### config.mk
export PLATFORM = sky130hd
export DESIGN_NAME = cordic_rotate_seq
export DESIGN_NICKNAME = d
export VERILOG_FILES = /design/src/rtl/cordic_pkg.sv /design/src/rtl/cordic_gain_comp.sv /design/src/rtl/cordic_rotate_seq.sv
export SDC_FILE = /design/constraint.sdc
export NUM_CORES = 1
export LEC_CHECK = 0
export BUFFER_PORTS_ARGS = -buffer_cell sky130_fd_sc_hd__buf_4
export CAP_MARGIN = 20
export CORE_MARGIN = 2
export CORE_UTILIZATION = 60
export CTS_BUF_LIST = sky130_fd_sc_hd__clkbuf_16
export CTS_CLUSTER_DIAMETER = 30
export DETAILED_ROUTE_END_ITERATION = 16
export PLACE_DENSITY = 0.87
export SYNTH_ARGS = -nofsm -noshare
export SYNTH_HDL_FRONTEND = slang
export SYNTH_SLANG_ARGS = --single-unit
### constraint.sdc
create_clock -name clk -period 7.4 [get_ports clk]
set_input_delay 0.37 -clock clk [delete_from_list [all_inputs] [get_ports clk]]
set_output_delay 0.37 -clock clk [all_outputs]
set_load 0.05 [all_outputs]
### src/rtl/cordic_pkg.sv
// rtl/cordic_pkg.sv - shared constants, FSM state type and gain-compensation table for the CORDIC stages
// Purpose: common definitions imported by cordic_rotate_seq and cordic_gain_comp.
// Ports: none (package).
package cordic_pkg;

  localparam int DEF_DATA_WIDTH = 20;
  localparam int DEF_FRAC       = 16;
  localparam int DEF_ITER       = 12;

  typedef enum logic [1:0] {
    IDLE  = 2'd0,
    ROT   = 2'd1,
    SCALE = 2'd2,
    DONE  = 2'd3
  } state_t;

  // K ~= 1/2 + 1/8 - 1/64 - 1/512 = 0.607421875 (ideal 1/1.64676 = 0.60725)
  localparam int GAIN_TERMS = 4;
  localparam logic [GAIN_TERMS-1:0][3:0] GAIN_SHIFT = {4'd9, 4'd6, 4'd3, 4'd1};
  // bit k set: term k is subtracted
  localparam logic [GAIN_TERMS-1:0] GAIN_SUB = 4'b1100;

endpackage

### src/rtl/cordic_gain_comp.sv
// rtl/cordic_gain_comp.sv - combinational shift-add CORDIC gain compensation with optional ones' complement
// Purpose: v' = (v>>>1)+(v>>>3)-(v>>>6)-(v>>>9), then optionally inverted.
// Ports:
//   i_v    in  DATA_WIDTH  signed value to scale
//   i_neg  in  1           1: ones'-complement the scaled value
//   o_v    out DATA_WIDTH  scaled (and optionally inverted) value, wraps on overflow
module cordic_gain_comp
  import cordic_pkg::*;
#(
  parameter int DATA_WIDTH = DEF_DATA_WIDTH
) (
  input  logic signed [DATA_WIDTH-1:0] i_v,
  input  logic                         i_neg,
  output logic signed [DATA_WIDTH-1:0] o_v
);

  logic signed [DATA_WIDTH-1:0] w_acc;

  always_comb begin
    w_acc = '0;
    for (int k = 0; k < GAIN_TERMS; k++) begin
      if (GAIN_SUB[k]) begin
        w_acc = w_acc - (i_v >>> GAIN_SHIFT[k]);
      end else begin
        w_acc = w_acc + (i_v >>> GAIN_SHIFT[k]);
      end
    end
  end

  assign o_v = i_neg ? ~w_acc : w_acc;

endmodule

### src/rtl/cordic_rotate_seq.sv
// rtl/cordic_rotate_seq.sv - iterative CORDIC rotation engine replaying a stored direction word
// Purpose: rotates (x,y) by ITER micro-rotations chosen by in_dir, then gain-compensates.
// Ports:
//   clk, rst            clock, async active-high reset
//   in_valid/in_ready   input handshake; in_ready high only when idle
//   in_x, in_y          signed input pair
//   in_dir              dir[i]=1 clockwise step i, 0 counter-clockwise
//   in_neg              1: ones'-complement both outputs after scaling
//   out_valid/out_ready result handshake; result held until accepted
//   out_x, out_y        rotated, scaled result (kept after handshake)
module cordic_rotate_seq
  import cordic_pkg::*;
#(
  parameter int DATA_WIDTH = DEF_DATA_WIDTH,
  parameter int FRAC       = DEF_FRAC,
  parameter int ITER       = DEF_ITER
) (
  input  logic                         clk,
  input  logic                         rst,
  input  logic                         in_valid,
  output logic                         in_ready,
  input  logic signed [DATA_WIDTH-1:0] in_x,
  input  logic signed [DATA_WIDTH-1:0] in_y,
  input  logic        [ITER-1:0]       in_dir,
  input  logic                         in_neg,
  output logic                         out_valid,
  input  logic                         out_ready,
  output logic signed [DATA_WIDTH-1:0] out_x,
  output logic signed [DATA_WIDTH-1:0] out_y
);

  localparam int CNT_W = (ITER > 1) ? $clog2(ITER) : 1;
  localparam logic [CNT_W-1:0] LAST_CNT = CNT_W'(ITER - 1);

  // Shifts beyond the data width would only replicate sign bits.
  if (ITER > DATA_WIDTH - 1) begin : g_bad_iter
    $error("ITER must be <= DATA_WIDTH-1");
  end
  if (FRAC >= DATA_WIDTH) begin : g_bad_frac
    $error("FRAC must be < DATA_WIDTH");
  end

  state_t                       r_state;
  state_t                       w_state_next;
  logic [CNT_W-1:0]             r_cnt;
  logic signed [DATA_WIDTH-1:0] r_x;
  logic signed [DATA_WIDTH-1:0] r_y;
  logic [ITER-1:0]              r_dir;
  logic                         r_neg;
  logic                         r_out_valid;
  logic signed [DATA_WIDTH-1:0] r_out_x;
  logic signed [DATA_WIDTH-1:0] r_out_y;
  logic signed [DATA_WIDTH-1:0] w_x_sh;
  logic signed [DATA_WIDTH-1:0] w_y_sh;
  logic signed [DATA_WIDTH-1:0] w_x_rot;
  logic signed [DATA_WIDTH-1:0] w_y_rot;
  logic signed [DATA_WIDTH-1:0] w_x_gain;
  logic signed [DATA_WIDTH-1:0] w_y_gain;

  always_ff @(posedge clk or posedge rst) begin
    if (rst) begin
      r_state <= IDLE;
    end else begin
      r_state <= w_state_next;
    end
  end

  always_comb begin
    w_state_next = r_state;
    case (r_state)
      IDLE:    if (in_valid) w_state_next = ROT;
      ROT:     if (r_cnt == LAST_CNT) w_state_next = SCALE;
      SCALE:   w_state_next = DONE;
      DONE:    if (out_ready) w_state_next = IDLE;
      default: w_state_next = IDLE;
    endcase
  end

  // Barrel shift by the iteration index; direction bit picks add vs subtract.
  assign w_x_sh = r_x >>> r_cnt;
  assign w_y_sh = r_y >>> r_cnt;

  always_comb begin
    w_x_rot = r_x - w_y_sh;
    w_y_rot = r_y + w_x_sh;
    if (r_dir[r_cnt]) begin
      w_x_rot = r_x + w_y_sh;
      w_y_rot = r_y - w_x_sh;
    end
  end

  cordic_gain_comp #(.DATA_WIDTH(DATA_WIDTH)) u_gain_x (
    .i_v   (r_x),
    .i_neg (r_neg),
    .o_v   (w_x_gain)
  );

  cordic_gain_comp #(.DATA_WIDTH(DATA_WIDTH)) u_gain_y (
    .i_v   (r_y),
    .i_neg (r_neg),
    .o_v   (w_y_gain)
  );

  always_ff @(posedge clk or posedge rst) begin
    if (rst) begin
      r_cnt       <= '0;
      r_x         <= '0;
      r_y         <= '0;
      r_dir       <= '0;
      r_neg       <= 1'b0;
      r_out_valid <= 1'b0;
      r_out_x     <= '0;
      r_out_y     <= '0;
    end else begin
      case (r_state)
        IDLE: begin
          if (in_valid) begin
            r_x   <= in_x;
            r_y   <= in_y;
            r_dir <= in_dir;
            r_neg <= in_neg;
            r_cnt <= '0;
          end
        end
        ROT: begin
          r_x   <= w_x_rot;
          r_y   <= w_y_rot;
          r_cnt <= r_cnt + CNT_W'(1);
        end
        SCALE: begin
          r_out_x     <= w_x_gain;
          r_out_y     <= w_y_gain;
          r_out_valid <= 1'b1;
        end
        DONE: begin
          if (out_ready) r_out_valid <= 1'b0;
        end
        default: ;
      endcase
    end
  end

  assign in_ready  = (r_state == IDLE);
  assign out_valid = r_out_valid;
  assign out_x     = r_out_x;
  assign out_y     = r_out_y;

endmodule

==> impl_results.md, run 1 <==
* PortBufs at 98
* Clock Pin Slew Worst Setup and Hold Paths at 0.08 ns
* Post-CTS Setup Bufs at 0
* Post-route insts no fill at 1654
* Ant. Diodes at 0
* TritonRoute pass-1 iters at 7
* EDFF count, synth at 0
* ANT nets after route at 0
* Layout fillers at 1554
* CTS tree: built
* First-pass GRT wire length at 51.5 mm
* Drt first-iter violations at 838
* Final Setup Violations at 0
* Syn Nets at 1536
* Vias in the first global route at 10300
* Grt ovf at 0
* Gr usage total at 29.9%
* H-tree levels at 3
* Initial antenna violation count at 0
* Hold Vio Cnt, Final at 0
* DR vias at 10500
* Critical-path top delay cell: dfrtp_1
* Max-cap check violation count at 0
* Fmax at 0.179 GHz
* Crit path time final at 5.58 ns
* Worst path cell trace: mux4_1, mux2i_1, inv_1, a21oi_1, ha_1, a21boi_0, nor2b_1, nor3b_1, a21oi_1, xnor2_1, ha_1, nand3_1, o21ai_0, a31oi_1, a2111o_1, a31oi_1, a21oi_1
* Yosys reg bits at 100
* Top post-synthesis cells by area: dfrtp_1 21%, fa_1 9.9%, ha_1 9.9%
* Largest area contributor in the netlist: dfrtp_1
* Drt drc at 0
* Crit-path most repeated cell: a21oi_1
* Synth top cells by count: 124 x a21oi_1, 118 x nor2_1, 105 x xnor2_1, 100 x dfrtp_1, 96 x ha_1
* WS Path Type: reg -> reg
* Placed Cells incl. Taps at 1637
* Gp weighted congestion at 0.997
* Slew margin rel. at 28.8%
* Fin nets at 1597
* Number of distinct library cells after synthesis at 78
* Die X at 146 um
* Avg Inst Size Synth at 9.16 um2
* CP endpoint kind: register
* Clock sink count at 100
* Share of layout cells above drive strength 1 at 15.0%
* CTS buffer count at 9
* Most common cell in the netlist: a21oi_1
* DIE AREA at 21300 um2
* Setup TNS at 0 ns
* Post-detail-place hpwl at 23.7 mm
* Max incr delay on CP at 1.05 ns
* Hold crit path type: in -> async
* Status: finished, final reports clean
* Row cnt at 51
* Maximum clock path buffer count at 2
* Synth-to-layout area growth at 9.91%
* Fin crit share at 75.5%
* Async SR Flop Fraction at 100%
* CP Launch Type: register
* Worst Hold Slack at 0.0635 ns
* Initial core utilization at 61.6%
* Cts hold-fix bufs at 0
* Worst Skew at 0.00908 ns
* Syn. warnings at 0
* Worst skew pair latency at 0.38 ns
* Register area share after synthesis at 20.7%
* Critical Path Fanout Max at 35
* IO Count at 99
* Vias/cell at 6.32
* WL/cell at 19.3 um
* Synthesized area at 12100 um2
* Post-Synthesis Cells at 1323
* Core Region at 19700 um2
* Die Y at 146 um
* Worst EP arrival at 5.84 ns
* Overall routed net length at 31.9 mm
* Clock root cell: clkbuf_16
* Post-synth top flop: dfrtp_1
* Slew @ Worst Pin at 1.07 ns
* Largest net degree at the start of global routing at 73
* WP data required at 7.66 ns
* RSZ-0062 raised after global routing: no
* CTS resizes at 0
* Final Max Slew Viols at 0
* Synth top area share at 20.7%
-- registers in the layout (all words and copies together) (netlist names) --
register,cells
r_dir,12
r_y,20
r_x,20
out_x,20
r_state,2
r_neg,1
out_valid,1
out_y,20
r_cnt,4
-- path summary, 6_finish.rpt --
kind / start / to / slack, ns / cells past startpoint
worst max register to register: r_cnt[3]$_DFFE_PP0P_ / r_x[19]$_DFFE_PP0P_ / 1.82 / 17
worst max-delay path: r_cnt[3]$_DFFE_PP0P_ / r_x[19]$_DFFE_PP0P_ / 1.82 / 17
max in group asynchronous: rst / r_neg$_DFFE_PP0P_ / 6.19 / 3
worst min-delay path: rst / out_y[5]$_DFFE_PP0P_ / 0.06 / 2
worst min register to register: out_x[2]$_DFFE_PP0P_ / out_x[2]$_DFFE_PP0P_ / 0.51 / 1
min in group clk: in_dir[3] / r_dir[3]$_DFFE_PP0P_ / 0.23 / 2
-- cell usage in the layout, fill, tap and decap left out, types with 9 or more instances in the layout --
| master | instances |
|---|---|
| buf_4 | 110 |
| nor2b_1 | 16 |
| nand3_1 | 18 |
| mux2_2 | 34 |
| a31oi_1 | 14 |
| dfrtp_1 | 97 |
| a211oi_1 | 9 |
| clkbuf_16 | 9 |
| nand2_1 | 75 |
| mux2i_1 | 47 |
| a21oi_1 | 124 |
| o21a_1 | 9 |
| o21bai_1 | 15 |
| o211ai_1 | 10 |
| a21o_1 | 30 |
| and3_1 | 13 |
| xnor2_1 | 105 |
| nor3_1 | 26 |
| fa_1 | 60 |
| o21ai_0 | 69 |
| xor2_1 | 38 |
| nor2_1 | 118 |
| mux4_2 | 22 |
| ha_1 | 94 |
| inv_1 | 91 |
| mux4_1 | 12 |
-- worst max-delay path, delay by kind of cell, from the launching register on --
family          cells  cell delay, ns
compound gates      8            1.95
xor+xnor            1            0.18
fa+ha+maj           2            0.59
buf+inv             1            0.09
flops               1            1.05
mux                 2            0.73
simple gates        3            0.88
-- per-layer routing --
layer	vias to the layer above	track usage, %	routed length [um]
met5	-	0	0
met4	0	15.1	1540
met3	121	5.63	2770
met2	495	47.7	14800
met1	5022	39.3	12800
li1	4813	-	-
-- logic make-up after synthesis --
group | after synthesis | share of synthesized area [%]
AOI/OAI and AO/OA | 341 | 17.6
and+or+nand+nor | 309 | 12.0
adders and majority gates | 156 | 19.8
buffers and inverters | 155 | 5.28
xor gates and xnor gates | 144 | 10.5
muxes | 118 | 14.1
DFF | 100 | 20.7
-- per-stage QoR --
| step | instance area, um2 | util (%) | setup WS (ns) |
|---|---|---|---|
| 6_report | 13300 | 67.8 | 1.82 |
| 5_1_grt | 13300 | 67.8 | 1.42 |
| 3_3_place_gp | 13000 | 66.2 | 1.86 |
| 4_1_cts | 13300 | 67.7 | 1.56 |
| 3_5_place_dp | 13000 | 66.2 | 1.63 |
| 2_1_floorplan | 12100 | - | 2.68 |
-- area by class of cell --
| class | count | area, um2 | share of cell area, % |
|---|---|---|---|
| clock inverter | 7 | 58.8 | 0.442 |
| clock buffer | 9 | 225 | 1.69 |
| timing repair buffer | 111 | 846 | 6.35 |
| sequential | 100 | 2510 | 18.8 |
| inverter | 94 | 355 | 2.67 |
| multi-input combinational | 1068 | 8990 | 67.5 |
| tap | 265 | 332 | 2.49 |
Power of run 1 is left out: the tool's default activity adds up to more than one toggle a clock period on the data nets, which glitch-free logic cannot reach.
==> run 2, diff against run 1 <==
==> constraint.sdc (replaced) <==
create_clock -name clk -period 5.4 [get_ports clk]
set_input_delay 0.27 -clock clk [delete_from_list [all_inputs] [get_ports clk]]
set_output_delay 0.27 -clock clk [all_outputs]
set_load 0.05 [all_outputs]
==> run 2 against run 1 <==
- cell count increased by 2.5%
- critical path depth increased by 3
- global-route usage increased by 2.4 points
- non-clock buffer count increased by 42
- highest routed layer unchanged
- critical path type unchanged
- hold slack got worse by 0.062 ns
==> impl_results.md, run 2 (synthesis gave the netlist of run 1 again) <==
* Status: finished, final reports clean
* DIE AREA at 21300 um2 (unchanged)
* ANT nets after route at 0 (unchanged)
* Gr usage total at 32.4% (+2.4 points)
* Ant. Diodes at 0 (unchanged)
* Core Region at 19700 um2 (unchanged)
* Area occupied by multi-input gates at 9010 um2 (+0.14%)
* Fmax at 0.200 GHz (+12%)
* PortBufs at 98 (unchanged)
* Drt drc at 0 (unchanged)
* Maximum clock path buffer count at 2 (unchanged)
* Vias/cell at 6.33 (+0.14%)
* Layout fillers at 1537 (-1.1%)
* Worst EP arrival at 5.25 ns (-0.59 ns)
* Share of layout cells above drive strength 1 at 18.0% (+2.9 points)
* Critical R2R Launch: r_cnt[1]$_DFFE_PP0P_
* CP Launch Type: register
* RSZ-0062 raised after global routing: no
* H-tree levels at 3 (unchanged)
* Max Used Layer: met4
* WP data required at 5.65 ns (-2.01 ns)
* Hold Vio Cnt, Final at 0 (unchanged)
* Vias in the first global route at 10800 (+4.7%)
* Initial antenna violation count at 0 (unchanged)
* Fin nets at 1639 (+2.6%)
* Initial core utilization at 61.6% (unchanged)
* Crit path time final at 5.00 ns (-0.586 ns)
* Met2 WL at 15.7 mm (+6.2%)
* Leading cell type in the layout, fill and taps excluded: buf_4
* First-pass GRT wire length at 55.4 mm (+7.7%)
* CTS tree: built
* Worst Skew at 0.00883 ns (-0.000254 ns)
* Post-Route M1 WL at 13.2 mm (+3.0%)
* Final Max Slew Viols at 0 (unchanged)
* Slew margin rel. at 49.2% (+20 points)
* Max-cap check violation count at 0 (unchanged)
* Die Y at 146 um (unchanged)
* Drt first-iter violations at 1063 (+27%)
* WL/cell at 20.1 um (+4.0%)
* CTS buffer count at 9 (unchanged)
* Overall routed net length at 34.0 mm (+6.7%)
* Grt ovf at 0 (unchanged)
* Post-detail-place hpwl at 25.7 mm (+8.2%)
* Gp weighted congestion at 0.995 (-0.13%)
* Clock sink count at 100 (unchanged)
* Row cnt at 51 (unchanged)
* IO Count at 99 (unchanged)
* Setup TNS at 0 ns (unchanged)
* Post-layout util at 69.5% (+1.8 points)
* DR vias at 10700 (+2.7%)
* Hold crit path type: in -> async
* Routed wl met3 at 3.26 mm (+17%)
* Synth-to-layout area growth at 12.8%
* CP endpoint kind: register
* Commonest cells after routing, fill and taps aside: 151 x buf_4, 123 x a21oi_1, 118 x nor2_1
* Clock Pin Slew Worst Setup and Hold Paths at 0.07 ns (about the same)
* Cts hold-fix bufs at 0 (unchanged)
* Critical Path Fanout Max at 11 (-69%)
* Final Setup Violations at 0 (unchanged)
* FF+latch area at 2510 um2 (+0.15%)
* Worst skew pair latency at 0.36 ns (-0.02 ns)
* Die X at 146 um (unchanged)
* Clock root cell: clkbuf_16
* TritonRoute pass-1 iters at 5 (-2)
* Worst Setup SP: r_cnt[1]$_DFFE_PP0P_
* Slew @ Worst Pin at 0.760 ns (-0.308 ns)
* WS Path Type: reg -> reg
* Largest net degree at the start of global routing at 52 (-29%)
* Fin crit share at 92.5% (+17 points)
-- run 2: cell count changes in the layout (fill, tap and decap cells not counted), moves of 2 or more --
| cell | before | now |
|---|---|---|
| buf_4 | 110 | 151 |
| inv_8 | 3 | 0 |
| clkinv_4 | 2 | 0 |
| clkinvlp_4 | 0 | 2 |
| mux2i_1 | 47 | 45 |
| mux2i_2 | 1 | 3 |
-- run 2: cell type report --
type                    count  area share, %
clock buffers               9           1.65
clock inverters             7          0.485
repair buffers            153           8.59
well taps                 265           2.43
flip-flops and latches    100           18.4
multi-input cells        1068           65.9
inverters                  94           2.60
-- run 2: per-layer routing --
metal | vias up | track usage, %
li1 | 4893 | -
met1 | 5132 | 42.0
met2 | 559 | 52.0
met3 | 147 | 6.66
met4 | 0 | 15.7
met5 | - | 0
-- run 2: critical path, cell delays in order, from the launching register on --
cell and delay [ns]:
dfrtp_4 0.50, buf_4 0.18, buf_4 0.20, mux4_2 0.57, mux2_2 0.33, mux2i_2 0.19, buf_4 0.17, and3_1 0.18
nor2_1 0.06, xnor2_1 0.13, ha_1 0.34, a21oi_1 0.17, nor2_1 0.06, a311oi_1 0.41, a21oi_1 0.25, a211o_1 0.32
a21o_1 0.20, a21o_1 0.18, a21oi_1 0.17, mux2i_1 0.19, nand2_1 0.06
-- run 2: worst paths after layout --
path                                    endpoint  slack, ns  cells past startpoint
setup / recovery             r_y[13]$_DFFE_PP0P_       0.40                     20
hold / removal              out_y[5]$_DFFE_PP0P_      0.002                      2
setup reg to reg             r_y[13]$_DFFE_PP0P_       0.40                     20
hold reg to reg             out_x[2]$_DFFE_PP0P_       0.51                      1
max in group asynchronous    r_x[14]$_DFFE_PP0P_       4.26                      3
min in group clk           r_dir[10]$_DFFE_PP0P_       0.13                      2
-- run 2: what timing repair did --
item,in CTS,in global routing
gates resized for setup,0,7
setup endpoints to repair,0,7
buffers inserted,0,6
-- run 2: through the flow --
| stage | setup slack [ns] | cell area [um2] | hold slack, ns | cells |
|---|---|---|---|---|
| floorplan | 0.679 | 12100 | 0.421 | 1323 |
| global placement | 0.390 | 13300 | 0.402 | 1674 |
| detailed placement | 0.289 | 13300 | 0.418 | 1674 |
| CTS | 0.270 | 13600 | 0.0188 | 1690 |
| global route | 0.00338 | 13700 | 0.0668 | 1696 |
| finish | 0.402 | 13700 | 0.00179 | 1696 |
Power of run 2 is left out for the same reason.
